$ cat config.mk
export PLATFORM = sky130hd
export DESIGN_NAME = config_loader
export DESIGN_NICKNAME = d
export VERILOG_FILES = /design/src/rtl/fabric_cfg_pkg.sv /design/src/rtl/config_loader.sv
export SDC_FILE = /design/constraint.sdc
export NUM_CORES = 1
export LEC_CHECK = 0
export CAP_MARGIN = 20
export CORE_ASPECT_RATIO = 0.6
export CORE_MARGIN = 3
export CORE_UTILIZATION = 40
export CTS_CLUSTER_SIZE = 28
export DETAILED_ROUTE_END_ITERATION = 10
export PLACE_DENSITY = 0.77
export SLEW_MARGIN = 15
export SYNTH_ARGS = -nofsm -noshare
export SYNTH_HDL_FRONTEND = slang
export SYNTH_SLANG_ARGS = --single-unit
$ cat constraint.sdc
create_clock -name clk -period 2.9 [get_ports clk]
set_clock_uncertainty 0.15 [all_clocks]
set_input_delay 0.58 -clock clk [delete_from_list [all_inputs] [get_ports clk]]
set_output_delay 0.58 -clock clk [all_outputs]
set_load 0.03 [all_outputs]
$ cat src/rtl/fabric_cfg_pkg.sv
// Shared types and constants for the fabric configuration bus.
// Latency: n/a (declarations only).
// Backpressure: n/a.
package fabric_cfg_pkg;

    // Loader sequencing states; CSUM is only entered when the checksum feature is built in
    typedef enum logic [2:0] {
        ST_IDLE  = 3'd0,
        ST_ADDR  = 3'd1,
        ST_DATA  = 3'd2,
        ST_WRITE = 3'd3,
        ST_CSUM  = 3'd4,
        ST_DONE  = 3'd5
    } cfg_state_t;

    // Sub-unit codes carried in config_addr[31:16]; code 0 is never decoded by a tile
    localparam logic [15:0] CB0 = 16'd4;
    localparam logic [15:0] CB1 = 16'd5;
    localparam logic [15:0] SB  = 16'd6;
    localparam logic [15:0] CLB = 16'd7;

    // Resting bus address between writes
    localparam logic [31:0] CFG_IDLE_ADDR = 32'h0;

    // Build a bus address from a sub-unit code and a tile id
    function automatic logic [31:0] cfg_addr(input logic [15:0] sub, input logic [15:0] tile);
        return {sub, tile};
    endfunction

endpackage

$ cat src/rtl/config_loader.sv
// Replays a word-serial bitstream (header N, then N addr/data pairs) as held writes on the config bus.
// Latency: data word accepted at edge t is on the bus for cycles t+1..t+HOLD_CYCLES; pair cadence 2+HOLD_CYCLES.
// Backpressure: in_ready low only while a write is held; an in_valid stall just waits with the bus idle.
// Optional trailing-checksum check is built in with `define CONFIG_LOADER_CHECKSUM_EN.
module config_loader
    import fabric_cfg_pkg::*;
#(
    parameter int COUNT_W     = 16,
    parameter int HOLD_CYCLES = 1
) (
    input  logic               clk,
    input  logic               rst,
    input  logic [31:0]        in_data,
    input  logic               in_valid,
    output logic               in_ready,
    output logic [31:0]        config_addr,
    output logic [31:0]        config_data,
    output logic               busy,
    output logic               done,
    output logic               err,
    output logic [COUNT_W-1:0] writes_done
);

    localparam logic [3:0]         HOLD_LAST = 4'(HOLD_CYCLES - 1);
    localparam logic [COUNT_W-1:0] CNT_ONE   = COUNT_W'(1);

    cfg_state_t         r_state;
    logic [COUNT_W-1:0] r_remaining;
    logic [COUNT_W-1:0] r_writes_done;
    logic [31:0]        r_addr;
    logic [31:0]        r_cfg_addr;
    logic [31:0]        r_cfg_data;
    logic [3:0]         r_hold;
    logic               r_done;
`ifdef CONFIG_LOADER_CHECKSUM_EN
    logic [31:0]        r_acc;
    logic               r_err;
`endif

    logic               w_in_ready;
    logic               w_hs;
    logic [COUNT_W-1:0] w_hdr_cnt;

    // Ready is held low while reset is applied so nothing is taken during reset
    assign w_in_ready = rst && (r_state != ST_WRITE);
    assign w_hs       = in_valid && w_in_ready;
    assign w_hdr_cnt  = in_data[COUNT_W-1:0];

    // Loader FSM: header/addr/data capture, held write replay, optional checksum compare
    always_ff @(posedge clk) begin
        if (!rst) begin
            r_state       <= ST_IDLE;
            r_remaining   <= '0;
            r_writes_done <= '0;
            r_addr        <= '0;
            r_cfg_addr    <= CFG_IDLE_ADDR;
            r_cfg_data    <= '0;
            r_hold        <= '0;
            r_done        <= 1'b0;
`ifdef CONFIG_LOADER_CHECKSUM_EN
            r_acc         <= '0;
            r_err         <= 1'b0;
`endif
        end else begin
            case (r_state)
                ST_IDLE, ST_DONE: begin
                    if (w_hs) begin
                        r_remaining   <= w_hdr_cnt;
                        r_writes_done <= '0;
                        r_done        <= 1'b0;
`ifdef CONFIG_LOADER_CHECKSUM_EN
                        r_acc         <= in_data;
                        r_err         <= 1'b0;
`endif
                        if (w_hdr_cnt != '0) begin
                            r_state <= ST_ADDR;
                        end else begin
`ifdef CONFIG_LOADER_CHECKSUM_EN
                            r_state <= ST_CSUM;
`else
                            r_state <= ST_DONE;
                            r_done  <= 1'b1;
`endif
                        end
                    end
                end
                ST_ADDR: begin
                    if (w_hs) begin
                        r_addr  <= in_data;
`ifdef CONFIG_LOADER_CHECKSUM_EN
                        r_acc   <= r_acc ^ in_data;
`endif
                        r_state <= ST_DATA;
                    end
                end
                ST_DATA: begin
                    if (w_hs) begin
                        // Pair goes straight onto the bus registers so it appears next cycle
                        r_cfg_addr <= r_addr;
                        r_cfg_data <= in_data;
`ifdef CONFIG_LOADER_CHECKSUM_EN
                        r_acc      <= r_acc ^ in_data;
`endif
                        r_hold     <= '0;
                        r_state    <= ST_WRITE;
                    end
                end
                ST_WRITE: begin
                    if (r_hold == HOLD_LAST) begin
                        r_cfg_addr  <= CFG_IDLE_ADDR;
                        r_cfg_data  <= '0;
                        r_remaining <= r_remaining - CNT_ONE;
                        if (r_writes_done != '1) begin
                            r_writes_done <= r_writes_done + CNT_ONE;
                        end
                        if (r_remaining > CNT_ONE) begin
                            r_state <= ST_ADDR;
                        end else begin
`ifdef CONFIG_LOADER_CHECKSUM_EN
                            r_state <= ST_CSUM;
`else
                            r_state <= ST_DONE;
                            r_done  <= 1'b1;
`endif
                        end
                    end else begin
                        r_hold <= r_hold + 4'd1;
                    end
                end
                ST_CSUM: begin
`ifdef CONFIG_LOADER_CHECKSUM_EN
                    if (w_hs) begin
                        r_err   <= (in_data != r_acc);
                        r_done  <= 1'b1;
                        r_state <= ST_DONE;
                    end
`else
                    r_state <= ST_IDLE;
`endif
                end
                default: begin
                    r_state <= ST_IDLE;
                end
            endcase
        end
    end

    assign in_ready    = w_in_ready;
    assign config_addr = r_cfg_addr;
    assign config_data = r_cfg_data;
    assign busy        = (r_state != ST_IDLE) && (r_state != ST_DONE);
    assign done        = r_done;
    assign writes_done = r_writes_done;
`ifdef CONFIG_LOADER_CHECKSUM_EN
    assign err         = r_err;
`else
    assign err         = 1'b0;
`endif

endmodule

==> results.md <==
* Synth Warn # at 0
* Clock power frac at 0.468
* IO buf count at about 120
* Post-route core utilization at 0.5737
* DRT Pass-1 Iters at 7
* Hold WC Path Type: flip-flop to flip-flop
* Initial antenna violation count at 0
* Crit. End Element: output pin
* Initial Util at 0.4169
* PnR worst setup slack at roughly 0.14 ns
* LEAKAGE at roughly 2.6 nW
* CP Launch Type: flip-flop
* Slowest cell on the critical path: clkdlybuf4s50_1
* Yosys top cell by area: dfxtp_1
* CTS Buffer Depth at 2
* Crit path DAT at 2.03 ns
* Vias at around 5300
* Gate power share at 0.097
* Routed Antenna Nets at 0
* Slew margin rel. at 0.4986
* H-tree levels at 4
* Register bit total from synthesis at 136
* Synth-to-layout area growth at 37.62%
* Power per cell area at slightly below 600 mW/mm2
* Gr usage total at 0.2090
* Least-Margin Pin Slew at 0.7521 ns
* Post-synth EDFFs at 0
* Reg clk slew, reported paths at 0.05 ns
* RePlAce Congestion at 0.9224
* Clock Latency Late Sink at 0.41 ns
* Most instantiated cells after synthesis: dfxtp_1, nand2_1, a21oi_1, a22o_1
* Synth Net Count at 665
* Peak per-stage delay on the critical path at between 0.6 and 0.7 ns
* CTS root buf: clkbuf_16
* DRC at 0
* CTS sink count at approximately 140
* CP max FO at 7
* Total power at 4.468 mW
* Vias in the first global route at approximately 5000
* Synth cell types at 56
* Die X at roughly 160 um
* Share of the synthesized area in the top cell type at 0.5003
* Final worst path period need at 2.757 ns
* RSZ-0062 raised after global routing: no
* P_sw at 1.102 mW
* Final hold vios at 0
* WL per Instance at roughly 17 um
* CTS tree: done
* Fmax at ~360 MHz
* Layout cell share with drive strength beyond 1 at 0.09618
* Ports at approximately 120
* Prevailing post-synth register cell: dfxtp_1
* Max VDD drop at about 0.00042 V
* Vias per inst at between 5 and 6
* Cell Area, Synth at 0.005441 mm2
* Internal power at around 3.4 mW
* Share of flip-flops with an asynchronous set or reset at 0
* Worst hold margin at ~0.3 ns
* Chip height at 96.35 um
* Reg power frac at 0.435
* NumNets Final at 787
* Switching Fraction at 0.2466
* Synth Instances at approximately 630
* Row cnt at 32
* Post-CTS Setup Bufs at 0
* WL final at roughly 16000 um
* Iteration-0 DRC Markers at 411
* Cts hold-fix bufs at 0
* Ranking of synthesized cells by area: dfxtp_1, a21oi_1, nand2_1
* Total gr overflow at 0
* DPL Wire Length at about 11000 um
* Period utilisation layout at 0.9508
* Max-cap viol count at 0
* Req. time, crit path at 2.17 ns
* Final setup violation count at 0
* Most common cell in the synthesized netlist: dfxtp_1
* Core Box Area at 0.01305 mm2
* First-pass GRT wire length at 25190 um
* Pre-CTS WS at ~0.10 ns
* Antenna cells at 0
* Num CTS Buffers at 17
* Sequential share of the synthesized area at 0.5003
* Mean Syn Cell Area at 8.706 um2
* Pins Over Slew Limit at 0
* Largest net degree at the start of global routing at around 70
* Crit path kind: flip-flop to output pin
* Post-route setup TNS at 0 ns
* Status: finished clean
* Crit path cell chain: xor2_2, or2_2, clkdlybuf4s50_1
* Die area at between 0.015 and 0.02 mm2
## what timing repair did
item | 4_1_cts | 5_1_grt
endpoints found under the setup margin | 1 | 1
gates resized for setup | 1 | 1
pin swaps | 0 | 0
cloned | 0 | 0
## placed cells by master, fill, tap and decap left out, drive strengths merged, types with 2 or more instances in the layout
master and instances:
clkinvlp 2, nand2b 4, o21ai 18, a31oi 2, nor2 29, buf 25, nor3b 4, xnor2 2
nand3 32, nand2 108, bufinv 2, ha 5, nand4 6, o211ai 2, or4 13, o22ai 3
a32oi 2, o31ai 11, a41oi 2, a21oi 85, a221oi 3, nor2b 3, a22oi 6, or3 10
nor4 9, clkbuf 19, dfxtp 136, clkdlybuf4s50 116, inv 14, a22o 46, nor3 13, xor2 3
clkinv 6, or2 2, and4 3
## final cells by class
| type | count | area (um2) |
|---|---|---|
| Inverter | 12 | 45.04 |
| Clock inverter | 12 | 126.4 |
| Sequential cell | 136 | 2724 |
| Timing Repair Buffer | 141 | 1394 |
| Tap cell | 170 | 212.7 |
| Clock buffer | 19 | 442.9 |
| Multi-Input combinational cell | 439 | 2544 |
| Fill cell | 1137 | 5564 |
## flip-flops by register name (all words and copies together), names as in the netlist
name / flops
config_data: 32
r_addr: 32
config_addr: 32
done: 1
r_hold: 4
r_remaining: 16
writes_done: 16
r_state: 3
## kinds of logic after synthesis
group           synth area share
buf+inv                  0.03679
flops                     0.5003
xor+xnor                0.008049
other cells            0.0006892
fa+ha+maj                0.01150
compound gates            0.2249
simple gates              0.2178
## layer usage
layer,vias up,GRT usage,share of wire
li1,2506,-,-
met1,2513,0.2863,0.47
met2,212,0.3213,0.44
met3,21,0.05975,0.076
met4,0,0.06409,0.012
met5,-,0,0
## final timing paths
path / endpoint / cells after the start / slack, ns / startpoint
max: busy / 3 / 0.14 / r_state[2]$_SDFFE_PN0P_
max reg2reg: r_remaining[12]$_SDFFE_PN0P_ / 7 / 0.38 / r_remaining[0]$_SDFFE_PN0P_
min reg2reg: r_addr[18]$_SDFFE_PN0P_ / 2 / 0.30 / r_addr[18]$_SDFFE_PN0P_
min: r_addr[18]$_SDFFE_PN0P_ / 2 / 0.30 / r_addr[18]$_SDFFE_PN0P_
## power by group through the flow
| stage | Clock [mW] | Combinational (mW) | Sequential [mW] |
|---|---|---|---|
| floorplan | 0 | 0.226 | 1.99 |
| global placement | 0 | 0.410 | 1.98 |
| detailed placement | 0 | 0.417 | 1.98 |
| CTS | 2.11 | 0.420 | 1.94 |
| global route | 2.19 | 0.465 | 1.95 |
| finish | 2.09 | 0.432 | 1.94 |
## critical path: cells and delay by family, from the launching register on
kind	cells	cell delay, ns
AND/OR/NAND/NOR	1	0.18
buffers and inverters	1	0.68
XOR/XNOR	1	0.28
flip-flops	1	0.49
## per-stage QoR
stage,cell area [um2],cells
after floorplan,5441,625
after global placement,6883,897
after detailed placement,6883,897
after CTS,7453,928
after global routing,7488,929
final,7488,929
No activity file was read; power rests on OpenSTA's default activity.
